### src/rtl/wb_copy_master.sv
// Wishbone classic single-transfer copy engine: reads a word from src, writes it to dst,
// repeats len times; reports ok / bus error / timeout / abort and the count of acked writes.
module wb_copy_master #(
  parameter int LEN_WIDTH      = 9,
  parameter int TIMEOUT_CYCLES = 255
) (
  input  logic                 wb_clk,
  input  logic                 rstn_i,
  input  logic                 start_i,
  input  logic                 abort_i,
  input  logic [31:0]          src_adr_i,
  input  logic [31:0]          dst_adr_i,
  input  logic [LEN_WIDTH-1:0] len_i,
  output logic                 busy_o,
  output logic                 done_o,
  output logic [1:0]           err_code_o,
  output logic [LEN_WIDTH-1:0] words_done_o,
  output logic [31:0]          wb_adr_o,
  output logic [31:0]          wb_dat_o,
  input  logic [31:0]          wb_dat_i,
  output logic                 wb_we_o,
  output logic [3:0]           wb_sel_o,
  output logic                 wb_stb_o,
  output logic                 wb_cyc_o,
  input  logic                 wb_ack_i,
  input  logic                 wb_err_i
);

  typedef enum logic [2:0] {IDLE, READ, RGAP, WRITE, WGAP, FINISH} state_t;

  localparam logic [1:0] E_OK = 2'b00, E_BUS = 2'b01, E_TMO = 2'b10, E_ABT = 2'b11;
  localparam logic [7:0] TMO_LAST = 8'(TIMEOUT_CYCLES - 1);

  state_t               state;
  logic [31:0]          src, dst, data;
  logic [LEN_WIDTH-1:0] len, idx, idx_nxt;
  logic [7:0]           tmo_cnt;

  assign idx_nxt = idx + 1'b1;

  // base + 4*i, wrapping modulo 2^32, with the byte-lane bits forced to zero
  function automatic logic [31:0] word_adr(input logic [31:0] base, input logic [LEN_WIDTH-1:0] i);
    logic [31:0] sum;
    sum = base + {{(30-LEN_WIDTH){1'b0}}, i, 2'b00};
    return sum & 32'hFFFF_FFFC;
  endfunction

  always_ff @(posedge wb_clk or negedge rstn_i) begin
    if (!rstn_i) begin
      state        <= IDLE;
      src          <= '0;
      dst          <= '0;
      data         <= '0;
      len          <= '0;
      idx          <= '0;
      tmo_cnt      <= '0;
      busy_o       <= 1'b0;
      done_o       <= 1'b0;
      err_code_o   <= E_OK;
      words_done_o <= '0;
      wb_adr_o     <= '0;
      wb_dat_o     <= '0;
      wb_we_o      <= 1'b0;
      wb_sel_o     <= 4'h0;
      wb_stb_o     <= 1'b0;
      wb_cyc_o     <= 1'b0;
    end else begin
      // Bus is released every edge unless a branch below keeps or starts a strobe.
      done_o   <= 1'b0;
      wb_stb_o <= 1'b0;
      wb_cyc_o <= 1'b0;
      wb_sel_o <= 4'h0;
      wb_we_o  <= 1'b0;
      case (state)
        IDLE: if (start_i) begin
          src          <= src_adr_i;
          dst          <= dst_adr_i;
          len          <= len_i;
          idx          <= '0;
          words_done_o <= '0;
          err_code_o   <= E_OK;
          busy_o       <= 1'b1;
          tmo_cnt      <= '0;
          if (len_i == '0) begin
            state  <= FINISH;
            done_o <= 1'b1;
          end else begin
            state    <= READ;
            wb_adr_o <= word_adr(src_adr_i, '0);
            wb_stb_o <= 1'b1;
            wb_cyc_o <= 1'b1;
            wb_sel_o <= 4'hF;
          end
        end
        READ, WRITE: begin
          if (state == WRITE && wb_ack_i && !wb_err_i)
            words_done_o <= words_done_o + 1'b1;
          if (abort_i) begin
            err_code_o <= E_ABT;
            state      <= FINISH;
            done_o     <= 1'b1;
          end else if (wb_err_i) begin
            err_code_o <= E_BUS;
            state      <= FINISH;
            done_o     <= 1'b1;
          end else if (wb_ack_i) begin
            if (state == READ) begin
              data  <= wb_dat_i;
              state <= RGAP;
            end else begin
              state <= WGAP;
            end
          end else if (tmo_cnt == TMO_LAST) begin
            err_code_o <= E_TMO;
            state      <= FINISH;
            done_o     <= 1'b1;
          end else begin
            tmo_cnt  <= tmo_cnt + 1'b1;
            wb_stb_o <= 1'b1;
            wb_cyc_o <= 1'b1;
            wb_sel_o <= 4'hF;
            wb_we_o  <= (state == WRITE);
          end
        end
        RGAP: if (abort_i) begin
          err_code_o <= E_ABT;
          state      <= FINISH;
          done_o     <= 1'b1;
        end else begin
          state    <= WRITE;
          tmo_cnt  <= '0;
          wb_adr_o <= word_adr(dst, idx);
          wb_dat_o <= data;
          wb_stb_o <= 1'b1;
          wb_cyc_o <= 1'b1;
          wb_sel_o <= 4'hF;
          wb_we_o  <= 1'b1;
        end
        WGAP: begin
          idx <= idx_nxt;
          if (abort_i) begin
            err_code_o <= E_ABT;
            state      <= FINISH;
            done_o     <= 1'b1;
          end else if (idx_nxt == len) begin
            state  <= FINISH;
            done_o <= 1'b1;
          end else begin
            state    <= READ;
            tmo_cnt  <= '0;
            wb_adr_o <= word_adr(src, idx_nxt);
            wb_stb_o <= 1'b1;
            wb_cyc_o <= 1'b1;
            wb_sel_o <= 4'hF;
          end
        end
        FINISH: begin
          busy_o <= 1'b0;
          state  <= IDLE;
        end
        default: state <= IDLE;
      endcase
    end
  end

endmodule

### config.mk
export PLATFORM = sky130hd
export DESIGN_NAME = wb_copy_master
export DESIGN_NICKNAME = d
export VERILOG_FILES = /design/src/rtl/wb_copy_master.sv
export SDC_FILE = /design/constraint.sdc
export NUM_CORES = 1
export LEC_CHECK = 0
export CORE_ASPECT_RATIO = 1.1
export CORE_MARGIN = 5
export CORE_UTILIZATION = 45
export DETAILED_ROUTE_END_ITERATION = 16
export PLACE_DENSITY = 0.71
export SLEW_MARGIN = 20
export SYNTH_ARGS = -nofsm -noshare
export SYNTH_HDL_FRONTEND = slang
export SYNTH_SLANG_ARGS = --single-unit
export TNS_END_PERCENT = 1
### constraint.sdc
create_clock -name wb_clk -period 5.54 [get_ports wb_clk]
set_input_delay 0.554 -clock wb_clk [delete_from_list [all_inputs] [get_ports wb_clk]]
set_output_delay 0.554 -clock wb_clk [all_outputs]
set_load 0.05 [all_outputs]
== Yosys cells after proc, flatten, opt, wreduce, memory -nomap -nowiden ==
Index checks and enable logic that the tools add are counted.

* Add/sub/neg operators: 5
* Equal/unequal tests: 21
* Mux-type cells: 74
* Bitwise operators: 2
* Reductions and logical operators: 23

{| class="wikitable"
|+ Operators by type and width
! operator !! count
|-
| 32-bit 2-to-1 mux || 5
|-
| 32-bit case mux with 3 select lines || 1
|-
| 32-bit by 11-bit adder with 32-bit output || 2
|-
| 8-bit 2-to-1 mux || 8
|-
| 4-bit 2-to-1 mux || 9
|-
| 9-bit case mux with 2 select lines || 2
|-
| 8-bit case mux with 4 select lines || 1
|-
| 3-bit 2-to-1 mux || 10
|-
| 1-bit 2-to-1 mux || 23
|-
| 2-bit inequality test (second input constant) || 10
|-
| 9-bit by 1-bit adder with 9-bit output (second input constant) || 2
|-
| 9-bit 2-to-1 mux || 2
|-
| 4-bit case mux with 4 select lines || 1
|-
| 2-bit 2-to-1 mux || 6
|-
| 3-bit case mux with 4 select lines || 1
|-
| 2-bit AND reduction || 5
|-
| 5-bit AND reduction || 2
|-
| 9-bit equality test || 1
|-
| 9-bit zero test || 1
|-
| 9-bit AND reduction || 1
|-
| 8-bit by 1-bit adder with 8-bit output (second input constant) || 1
|-
| 8-bit equality test (second input constant) || 1
|-
| 4-bit inequality test (second input constant) || 2
|-
| 1-bit case mux with 4 select lines || 2
|-
| other kinds (17) || 26
|}

* Flip-flop bits (word level): 208
* Bits of input ports: 111
* Output and inout port bits: 84
* Logic and storage cells: 141

== Longest topological paths before layout ==
* Depth in word-level cells: 6
* Gate-level depth with buffers: 13
* Depth with buffers taken out: 12

== Worst setup path after synthesis ==
No wires, ideal clock.

* Path kind: register to register
* Start: register idx[0]
* End: register wb_adr_o[30]
* Library setup time: 0.125 ns
* Arrival time: 3.239 ns
* Data required time: 5.415 ns
* Slack: 2.176 ns
* Cell stages (with the launch flop): 14
* Path buffers: 2
* Period minus slack after synthesis: 3.364 ns
* Cells stage by stage: dfrtp_1 > ha_1 > nand3_1 > clkbuf_1 > xnor2_1 > ha_1 > and2_1 > a221oi_1 > a21bo_2 > clkbuf_1 > a21oi_1 > mux2i_1 > or3_1 > mux2_4

* Word-level cells in the longest chain between the ends: 5
* Elaborated cells between the ends (all ways): 10
* Those cells by class: add/sub (3); eq/ne (2); mux (4); reduce/logical (1)

{| class="wikitable"
|+ Ends and longest elaborated chain
! element !! RTL line !! text
|-
| start: declaration || 36 || <nowiki>logic [LEN_WIDTH-1:0] len, idx, idx_nxt;</nowiki>
|-
| start signal: assignment || 140 || <nowiki>idx <= idx_nxt;</nowiki>
|-
| 9-bit by 1-bit adder with 9-bit output || 39 || <nowiki>assign idx_nxt = idx + 1'b1;</nowiki>
|-
| 32-bit by 11-bit adder with 32-bit output || 44 || <nowiki>sum = base + {{(30-LEN_WIDTH){1'b0}}, i, 2'b00};</nowiki>
|-
| 32-bit 2-to-1 mux || 145 || <nowiki>end else if (idx_nxt == len) begin</nowiki>
|-
| 32-bit 2-to-1 mux || 141 || <nowiki>if (abort_i) begin</nowiki>
|-
| 32-bit case mux with 3 select lines || 74 || <nowiki>case (state)</nowiki>
|-
| end signal: assignment || 89 || <nowiki>wb_adr_o <= word_adr(src_adr_i, '0);</nowiki>
|-
| end signal: assignment || 132 || <nowiki>wb_adr_o <= word_adr(dst, idx);</nowiki>
|-
| end signal: assignment || 151 || <nowiki>wb_adr_o <= word_adr(src, idx_nxt);</nowiki>
|-
| end: declaration || 18 || <nowiki>output logic [31:0] wb_adr_o,</nowiki>
|}

Several ways; a longest one is shown, not always the timed one. The select of a mux whose other input is x is not followed.
A chain may end at the register's enable or synchronous reset.

== Worst setup path in the final report ==
Ends and elaborated chain as after synthesis.

==> results list <==
- Via count of the first global-routing pass: 8644
- Port bufs: 188
- Global routing finished with a remaining overflow of 0.
* Launching instance or port of the critical path: idx[0]$_DFFE_PN0P_
- Layout-stage area growth over the synthesis result: 26.16%
- Core area: 22790 um2
* Crit path required time: 5.86 ns
- Vias per cell: 5.441
- Overall routing resource usage: 21.45%
* Max transition margin: 30.64%
- Summing every instance area after synthesis gives 10350 um2.
- Peak clock frequency supported by timing: 251.5 MHz
* Most frequently used flop master after synthesis: dfrtp_1
* Failing checks: negative hold slack
- In the final routed layout, each cell accounts on average for 17.79 um.
* Max H-tree Level: 4
- The number of antenna violations at the first check in global routing was 2.
- Clock sinks: 198
* Global-route wire length before repair: 45.40 mm
- Timing analysis after detailed placement gives a worst setup slack of 1.654 ns.
- Synth Warn #: 0
* Clock-pin slew of the registers on the worst-case setup and hold paths: 0.07 ns
- Counting the fill cells in the layout gives 2023.
- In the final layout, the share of cells above drive strength 1 is 10.70%.
- Across the VDD grid, the largest voltage drop is 0.2276 mV.
- In this run the biggest area consumer among cell types represents 47.87% of the synthesized area.
- On the final layout, the worst hold slack is -0.002119 ns.
* Final-report hold violation count: 4
- Capture point of the worst reg-to-reg path: wb_adr_o[30]$_DFFE_PN0P_
- For this design the ratio of total power to cell area is 508.0 nW/um2.
* Transition time of the tightest slew-check pin: 1.039 ns
- The routed layout has 8499 vias.
- Placed wire-length estimate after detailed placement: 19.59 mm
- Layout Skew: 0.01345 ns
- Yosys top cell by area: dfrtp_1
* Number of iterations in the first detailed-routing pass: 5
* Total setup violations reported at the end of the flow: 0
* Die height: 169.1 um
* Period minus WS final: 3.976 ns
* Synthesized area per cell: 9.514 um2
- Tcrit/Tclk final: 71.77%
- Quantity of hold-fixing buffers added after cts: 0
* Post-CTS Repair Setup Buffers: 0
* Critical Path Source Type: flip-flop
* Insertion delay to the later sink of the worst-skew pair: 0.44 ns
- Buffer and inverter count on the worst path: 0
* Fraction of the core area covered by cells at the end of the flow: 57.31%
* Reg-to-reg startpoint: idx[0]$_DFFE_PN0P_
- Entering global routing, the biggest net connects 121 pins.
- Most frequent cell after synthesis: nand2_1
* Quantity of gates resized following cts: 0
- The floorplan step defined a die boundary enclosing 26140 um2.
* Post-Route Setup TNS: 0 ns
* Post-synth cell types: 73
- TritonCTS built the clock tree.
* Top cell types by occurrence after synthesis: nand2_1 (273), dfrtp_1 (198), o21ai_0 (74), mux2_2 (65), nor2_1 (51)
- At the end of the flow, the number of nets in the layout was 1386.
- Initial Util: 45.43%
* Setup repair after global routing missed its margin: false
* Number of standard-cell rows in the floorplan: 58
- At the end of routability-driven placement, the weighted congestion stood at 0.8814.
- Count of antenna-violating nets left after detailed routing: 0
- STA classifies the critical path endpoint as a flip-flop.
- After the first detailed-routing iteration, the DRC count stood at 576.
- In this run the worst hold path is classified as in -> async.
- Maximum net fanout on the critical path: 13
- Counting the buffers created by CTS gives 17.
- The worst setup path is of the reg -> reg kind.
- Cell at the root of the clock tree: clkbuf_16
- Counting stages on the worst path, the most repeated cell is ha_1.
* IO Pins: 195
* Buffers from clock root to sink, at most: 2
- The final count of pins violating max slew is 0.
- Traced cell by cell, the critical path runs through ha_1, nand3_1, nor2_1, xor2_1, ha_1, o2111ai_1, a21oi_1, mux2i_1, or3_1, mux2_4.
- After synthesis the netlist holds a flip-flop and latch count of 198.
- In this design, the largest share of critical-path delay is due to compound AO/OA/AOI/OAI gates.
* Sequential-to-total area share from yosys stat: 47.87%
- Across the run, the number of max-cap violations was 0.
* Synth area leaders: dfrtp_1 (48%), nand2_1 (9.9%), mux2_2 (7.1%), o21ai_0 (3.6%), xor2_1 (3.2%)
- STA puts the critical path data arrival time at 4.29 ns.
- Post-synth EDFFs: 0
- Drt drc: 0
- Synthesized netlist cell count: 1088
* Post-detailed-routing wire length: 27.79 mm
- On the worst path, the slowest cell contributes a delay of 0.88 ns.
* Status: finished with violations
* Leak Pwr: 0.005800 uW
- The repair_antennas step left the layout with diodes totalling 0.
* Minimum setup slack in the final design: 1.564 ns
- The worst register-to-register path has a setup slack of 1.56 ns.
- Counting flops with an async set or reset pin after synthesis yields a share of 100.0%.
* DIE WIDTH: 154.6 um
* Standard cell with the maximum stage delay on the critical path: o2111ai_1
- Measured in cells, the most critical reg-to-reg path has a length of 10.
routing by layer:
layer	GRT usage, %	wire length [um]	up-vias
met5	0	20	-
met4	7.181	743	4
li1	-	-	4118
met1	28.13	11860	4044
met2	33.45	12500	289
met3	7.338	2671	44
cell usage in the layout (no fill, tap or decap), drive strengths merged, types with 8 or more instances in the layout:
master,count
buf,13
a21oi,32
nor2,51
nor3,12
mux2,66
nand2,273
xnor2,30
a211oi,11
or3,12
nand4,10
nand3,24
and3,8
o211ai,9
dfrtp,198
a31oi,13
clkdlybuf4s50,187
o21ai,76
clkbuf,19
ha,24
a222oi,12
xor2,38
inv,28
cell type report:
cell class	count	area, um2	share of cell area [%]
sequential	198	4955	37.94
multi-input combinational	809	5044	38.62
clock inverter	14	165.2	1.265
timing repair buffer	201	2003	15.34
inverter	22	87.58	0.6707
tap	300	375.4	2.874
clock buffer	18	429.2	3.286
metrics by stage:
stage	area, um2	power, uW	std cells
2_1_floorplan	10350	4436	1089
3_3_place_gp	12430	5309	1529
3_5_place_dp	12440	5382	1529
4_1_cts	13030	6677	1561
5_1_grt	13060	7069	1562
6_report	13060	6634	1562
state kept, by name, indices dropped and copies added, names as in the netlist, 8 cells and up:
name and cells:
data 32, dst 30, idx 9, len 9
src 30, tmo_cnt 8, wb_adr_o 30, wb_dat_o 32
words_done_o 9
how the worst max path moves through the flow:
stage                                to  cells past startpoint
2_1_floorplan  wb_adr_o[30]$_DFFE_PN0P_                     13
3_3_place_gp   wb_adr_o[30]$_DFFE_PN0P_                     10
3_5_place_dp   wb_adr_o[30]$_DFFE_PN0P_                     10
4_1_cts        wb_adr_o[30]$_DFFE_PN0P_                     10
5_1_grt        wb_adr_o[31]$_DFFE_PN0P_                     10
6_report       wb_adr_o[30]$_DFFE_PN0P_                     10
report_power, final:
part / switching, uW / leakage, uW / total (uW) / internal, uW
clock: 596 / 0.000292 / 1280 / 681
combinational: 1780 / 0.00300 / 2900 / 1120
sequential: 462 / 0.00251 / 2460 / 2000
total: 2840 / 0.00580 / 6630 / 3800
cell families after synthesis:
logic type	count (synthesis)	synth area share, %
XOR/XNOR	68	5.754
adder cells (fa/ha/maj)	26	3.288
multiplexers	69	7.506
AO/OA/AOI/OAI	223	14.31
flip-flops	198	47.87
other	1	0.03623
buffers and inverters	82	3.650
AND/OR/NAND/NOR	421	17.59
Note: power is estimated with default switching activity, not from simulation.
